## src/rtl/bcd_pkg.sv

```systemverilog
// Shared BCD types and helpers for the multi-digit counter.
package bcd_pkg;

    typedef logic [3:0] bcd_digit_t;

    localparam bcd_digit_t BCD_MAX_DIGIT = 4'd9;

    function automatic logic bcd_valid(input bcd_digit_t digit);
        return digit <= BCD_MAX_DIGIT;
    endfunction

endpackage

```

## src/rtl/bcd_digit.sv

```systemverilog
// One packed-BCD digit: combinational +1/-1 with carry/borrow out for chaining.
module bcd_digit
    import bcd_pkg::*;
(
    input  logic [3:0] digit_in,
    input  logic       inc,
    input  logic       dec,
    output logic [3:0] digit_out,
    output logic       carry,
    output logic       borrow
);

    always_comb begin
        digit_out = digit_in;
        carry     = 1'b0;
        borrow    = 1'b0;
        if (inc) begin
            if (digit_in >= BCD_MAX_DIGIT) begin
                digit_out = 4'd0;
                carry     = 1'b1;
            end else begin
                digit_out = digit_in + 4'd1;
            end
        end else if (dec) begin
            if (digit_in == 4'd0) begin
                digit_out = BCD_MAX_DIGIT;
                borrow    = 1'b1;
            end else begin
                digit_out = digit_in - 4'd1;
            end
        end
    end

endmodule

```

## src/rtl/bcd_multidigit_counter.sv

```systemverilog
// N-digit packed-BCD up/down counter with prescaler, runtime limit, checked load
// and wrap/saturate modes. Outputs are registered; wrap/load_err are one-cycle pulses.
module bcd_multidigit_counter
    import bcd_pkg::*;
#(
    parameter int DIGITS   = 4,
    parameter int TICK_DIV = 1,
    parameter bit SATURATE = 1'b0
) (
    input  logic                  clk,
    input  logic                  rst_n,
    input  logic                  en,
    input  logic                  dir,
    input  logic                  load,
    input  logic [4*DIGITS-1:0]   load_val,
    input  logic [4*DIGITS-1:0]   max_val,
    output logic [4*DIGITS-1:0]   count,
    output logic [7:0]            leds,
    output logic                  wrap,
    output logic                  load_err
);

    localparam int W     = 4 * DIGITS;
    localparam int DIV_W = (TICK_DIV > 1) ? $clog2(TICK_DIV) : 1;
    localparam logic [DIV_W-1:0] DIV_LAST = DIV_W'(TICK_DIV - 1);

    logic [DIV_W-1:0] div_cnt;
    logic [W-1:0]     eff_max;
    logic [W-1:0]     ripple_val;
    logic [W-1:0]     step_val;
    logic             max_valid;
    logic             load_digits_ok;
    logic             load_ok;
    logic             tick;
    logic             step_wrap;
    logic             ripple_ovf;
    logic [DIGITS:0]  carry;
    logic [DIGITS:0]  borrow;

    always_comb begin
        max_valid      = 1'b1;
        load_digits_ok = 1'b1;
        for (int i = 0; i < DIGITS; i++) begin
            if (!bcd_valid(max_val[4*i +: 4]))  max_valid      = 1'b0;
            if (!bcd_valid(load_val[4*i +: 4])) load_digits_ok = 1'b0;
        end
        eff_max = max_valid ? max_val : {DIGITS{BCD_MAX_DIGIT}};
        load_ok = load_digits_ok && (load_val <= eff_max);
    end

    // Digit 0 is driven by dir; higher digits ripple on carry/borrow.
    assign carry[0]  = dir;
    assign borrow[0] = ~dir;

    for (genvar g = 0; g < DIGITS; g++) begin : g_digit
        bcd_digit u_digit (
            .digit_in  (count[4*g +: 4]),
            .inc       (carry[g]),
            .dec       (borrow[g]),
            .digit_out (ripple_val[4*g +: 4]),
            .carry     (carry[g+1]),
            .borrow    (borrow[g+1])
        );
    end

    // Top-digit overflow is unreachable while count stays within the limit,
    // but is folded into wrap so a rollover could never go unflagged.
    assign ripple_ovf = carry[DIGITS] | borrow[DIGITS];

    always_comb begin
        step_val  = count;
        step_wrap = 1'b0;
        if (dir) begin
            if (count >= eff_max) begin
                step_val  = SATURATE ? count : '0;
                step_wrap = 1'b1;
            end else begin
                step_val  = ripple_val;
                step_wrap = ripple_ovf;
            end
        end else begin
            if (count == '0) begin
                step_val  = SATURATE ? '0 : eff_max;
                step_wrap = 1'b1;
            end else if (count > eff_max) begin
                step_val  = eff_max;
            end else begin
                step_val  = ripple_val;
                step_wrap = ripple_ovf;
            end
        end
    end

    assign tick = en && (div_cnt == DIV_LAST);

    // A rejected load still blocks the step and holds the prescaler.
    always_ff @(posedge clk or negedge rst_n) begin
        if (!rst_n) begin
            count    <= '0;
            div_cnt  <= '0;
            wrap     <= 1'b0;
            load_err <= 1'b0;
        end else begin
            wrap     <= 1'b0;
            load_err <= 1'b0;
            if (load) begin
                if (load_ok) begin
                    count   <= load_val;
                    div_cnt <= '0;
                end else begin
                    load_err <= 1'b1;
                end
            end else if (en) begin
                if (tick) begin
                    div_cnt <= '0;
                    count   <= step_val;
                    wrap    <= step_wrap;
                end else begin
                    div_cnt <= div_cnt + 1'b1;
                end
            end
        end
    end

    assign leds = count[7:0];

endmodule

```

## config.mk

```make
export PLATFORM = sky130hd
export DESIGN_NAME = bcd_multidigit_counter
export DESIGN_NICKNAME = d
export VERILOG_FILES = /design/src/rtl/bcd_pkg.sv /design/src/rtl/bcd_digit.sv /design/src/rtl/bcd_multidigit_counter.sv
export SDC_FILE = /design/constraint.sdc
export NUM_CORES = 1
export LEC_CHECK = 0
export CORE_MARGIN = 2
export CORE_UTILIZATION = 45
export CTS_CLUSTER_SIZE = 28
export DETAILED_ROUTE_END_ITERATION = 7
export HOLD_SLACK_MARGIN = 0.02
export PLACE_DENSITY = 0.72
export SLEW_MARGIN = 40
export SYNTH_ARGS = -nofsm -noshare
export SYNTH_HDL_FRONTEND = slang
export SYNTH_SLANG_ARGS = --single-unit
```

## constraint.sdc

```tcl
create_clock -name clk -period 5.3 [get_ports clk]
set_input_delay 1.06 -clock clk [delete_from_list [all_inputs] [get_ports clk]]
set_output_delay 1.06 -clock clk [all_outputs]
set_load 0.02 [all_outputs]
```

==> reports/results.ini, run 1 <==
[pwr]
internal-power_mw=0.760
ir_drop_mv=0.218
switchingPower_mw=0.851
leakage_nw=1.52
power.density_nw_per_um2=436
seq_power_share_pct=22.4
swShare_pct=52.8
p_clk_share_pct=6.9
pwr-share-comb_pct=70.7

[setup_path]
critPathKind=primary input to flop
max_stage_delay_ns=0.47
required_ns=5.44
cpMostUsedCell=o21ai_0
crit_family=compound AO/OA/AOI/OAI gates
endpoint_kind=flop
cpMaxStageDelayCell=clkdlybuf4s50_1
crit_fanout=15
cp.arrival_ns=4.88
crit_chain=clkdlybuf4s50_1 > o21ai_0 > nand4_1 > nor2_1 > ha_1 > a21oi_1 > o21ai_0 > a221oi_1 > o211ai_1 > a211oi_4 > buf_4 > mux2i_1 > a31oi_1
critPathBufInv=2
critPathLaunchType=primary input

[sta]
rsz0062_at_grt=false
setup_viol=0
hold_viol_final=0
period_share_pct=89.3
fmax_ghz=0.211
finalSetupTns_ns=0
finalWorstSetupSlack_ns=0.568
drv_slew=0
clock_skew_ns=0.00431
worst-slew-pin-transition_ns=0.720
layout_min_cycle_time_ns=4.73
relSlewSlack_pct=51.6

[synth]
ys_types=64
syn_area_per_cell_um2=7.65
syn_area_um2=3020
yosysSeqAreaShare_pct=15.7
synth_top_area_cell=ha_1
synth_cells=395
synth_edf_count=0
yosys_register_bits=19
synth_top_area_share_pct=18.2
async_flop_share_pct=100
synth_nets=476
yosys_warnings=0
synthTopCellsByArea=ha_1 (18%), dfrtp_1 (16%), a21oi_1 (5.1%)
synth_flop_cell=dfrtp_1

[detailed_routing]
drt-total-wl_um=10000
wl_per_cell_um=19.2
ant_nets=0
via_per_inst=6.46
drc=0
dr.pass1.iters=5
drt-initial-drc-count=207
num_vias=3374

[clocking]
cts_buffers=3
cts_max_level=1
cts_resized=0
cts.sinks=19
ctsHoldBuffers=0
post_cts_buffers=0
cts_tree=built
worst_skew_pair.late_latency_ns=0.26
clockRootBuffer=clkbuf_8
clk_pin_slew_ns=0.08
clock_path_buffers=2

[floorplan]
die-area_um2=7390
ios=63
core-area_um2=6420
initial_utilization_pct=47.1
fp-row-count=29
die_x_um=86.0
die_h_um=86.0

[placed_design]
io_buffers=62
globalplace.congestion=0.997
dp_slack_ns=0.407
dp_hpwl_um=7830

[global_routing]
gr-usage-all-layers_pct=27.0
grt_max_degree=22
antenna_found_initial=0
overflow=0
grt_pass1_vias=3217
grt_pass1_wl_um=15700

[layout]
drive_above_1_share_pct=7.19
multiInputGateArea_um2=2330
n_fill_cell=610
num-nets-final=527
diodes=0
seq_area_um2=475
area.growth.synth_to_final_pct=22.2

[run]
maxCapViolCount=0

[hold_path]
hp-class=flop to flop

[outcome]
outcome=complete, no violations

[cell type report]
type	count	share of cell area [%]
Timing Repair Buffer	69	18.1
Tap cell	77	2.61
Multi-Input combinational cell	333	63.2
Sequential cell	19	12.9
Inverter	20	2.03
Clock buffer	4	1.22
[metal layers]
metal	routed length [µm]	track usage (%)	up-vias	share of wire [%]
li1	-	-	1583	-
met1	4530	36.2	1586	45
met2	4530	44.9	184	45
met3	752	4.04	21	7.5
met4	223	8.08	0	2.2
met5	0	0	-	0
[power by group through the flow]
stage	logic, mW	registers (mW)	clock network (mW)
5_1_grt	1.24	0.379	0.117
6_report	1.14	0.361	0.111
3_5_place_dp	1.12	0.361	0
4_1_cts	1.13	0.359	0.113
2_1_floorplan	0.737	0.367	0
3_3_place_gp	1.11	0.360	0
[worst paths after layout]
path	slack, ns	to	startpoint	cells after the start
worst max-delay path	0.57	count[15]	max_val[6]	13
worst min register to register	0.52	div_cnt	div_cnt	2
min in group asynchronous	0.75	count[2]	rst_n	1
worst max register to register	2.45	count[6]	count[15]	8
max in group asynchronous	4.21	count[15]	rst_n	1
worst min-delay path	0.52	div_cnt	div_cnt	2
[Yosys cell counts (12+ instances only)]
| library cell | instances |
|---|---|
| nor2_1 | 31 |
| o21ai_0 | 21 |
| ha_1 | 44 |
| a31oi_1 | 12 |
| nand2_1 | 41 |
| nor3_1 | 14 |
| mux2i_1 | 13 |
| nand3_1 | 15 |
| a21oi_1 | 31 |
| dfrtp_1 | 19 |
| inv_1 | 20 |
[cells in the final DEF (no fill, tap or decap), types with 4 or more instances in the layout]
master           synthesis  routed
o31ai_1                  4       4
or3_1                    7       7
buf_4                    8       7
nor2b_1                  4       4
a21oi_1                 31      31
o21ai_0                 21      21
nand3_1                 15      15
a221oi_2                 5       5
inv_1                   20      20
o21ai_1                  6       6
o211ai_1                 5       5
clkdlybuf4s50_1          0      61
nor3_1                  14      14
dfrtp_1                 19      19
nor4_1                   6       6
mux2i_1                 13      13
nand2b_1                 7       7
a31oi_1                 12      12
ha_1                    44      44
nor2_1                  31      31
nand2_1                 41      41
nand4_1                  8       8
[through the flow]
stage | util (%) | hold WS [ns] | cells | area (µm²) | power [mW]
after detailed placement | 56.8 | 0.504 | 518 | 3650 | 1.48
after global routing | 57.5 | 0.539 | 522 | 3690 | 1.74
final | 57.5 | 0.518 | 522 | 3690 | 1.61
after global placement | 56.9 | 0.497 | 518 | 3650 | 1.47
after floorplan | - | 0.483 | 395 | 3020 | 1.10
after CTS | 57.5 | 0.515 | 522 | 3690 | 1.60
[sequential cells by signal (all words and copies together) (netlist names)]
name / count
count: 16
div_cnt: 1
load_err: 1
wrap: 1
[logic make-up (layout without fill, tap and decap cells)]
kind of cell | after synthesis | after routing | share of synthesized area, %
xor gates and xnor gates | 3 | 3 | 0.869
AOI/OAI and AO/OA | 112 | 112 | 25.2
adders and majority gates | 44 | 44 | 18.2
buffers and inverters | 43 | 93 | 7.28
and+or+nand+nor | 161 | 161 | 28.4
DFF | 19 | 19 | 15.7
muxes | 13 | 13 | 4.30
[worst register-to-register path, stage by stage (launching register included)]
cell      delay [ns]
dfrtp_1         0.52
ha_1            0.37
nand4_2         0.17
or4_1           0.59
a21o_1          0.20
and3_4          0.17
o21ai_4         0.31
nand3_1         0.19
a221oi_2        0.25
Note: power is estimated with default switching activity, not from simulation.
==> run 2: changes to the inputs <==
TNS_END_PERCENT = 50   (was unset)
==> results of run 2 <==
Same layout as run 1: the final DEF is identical, and so are final timing and power.
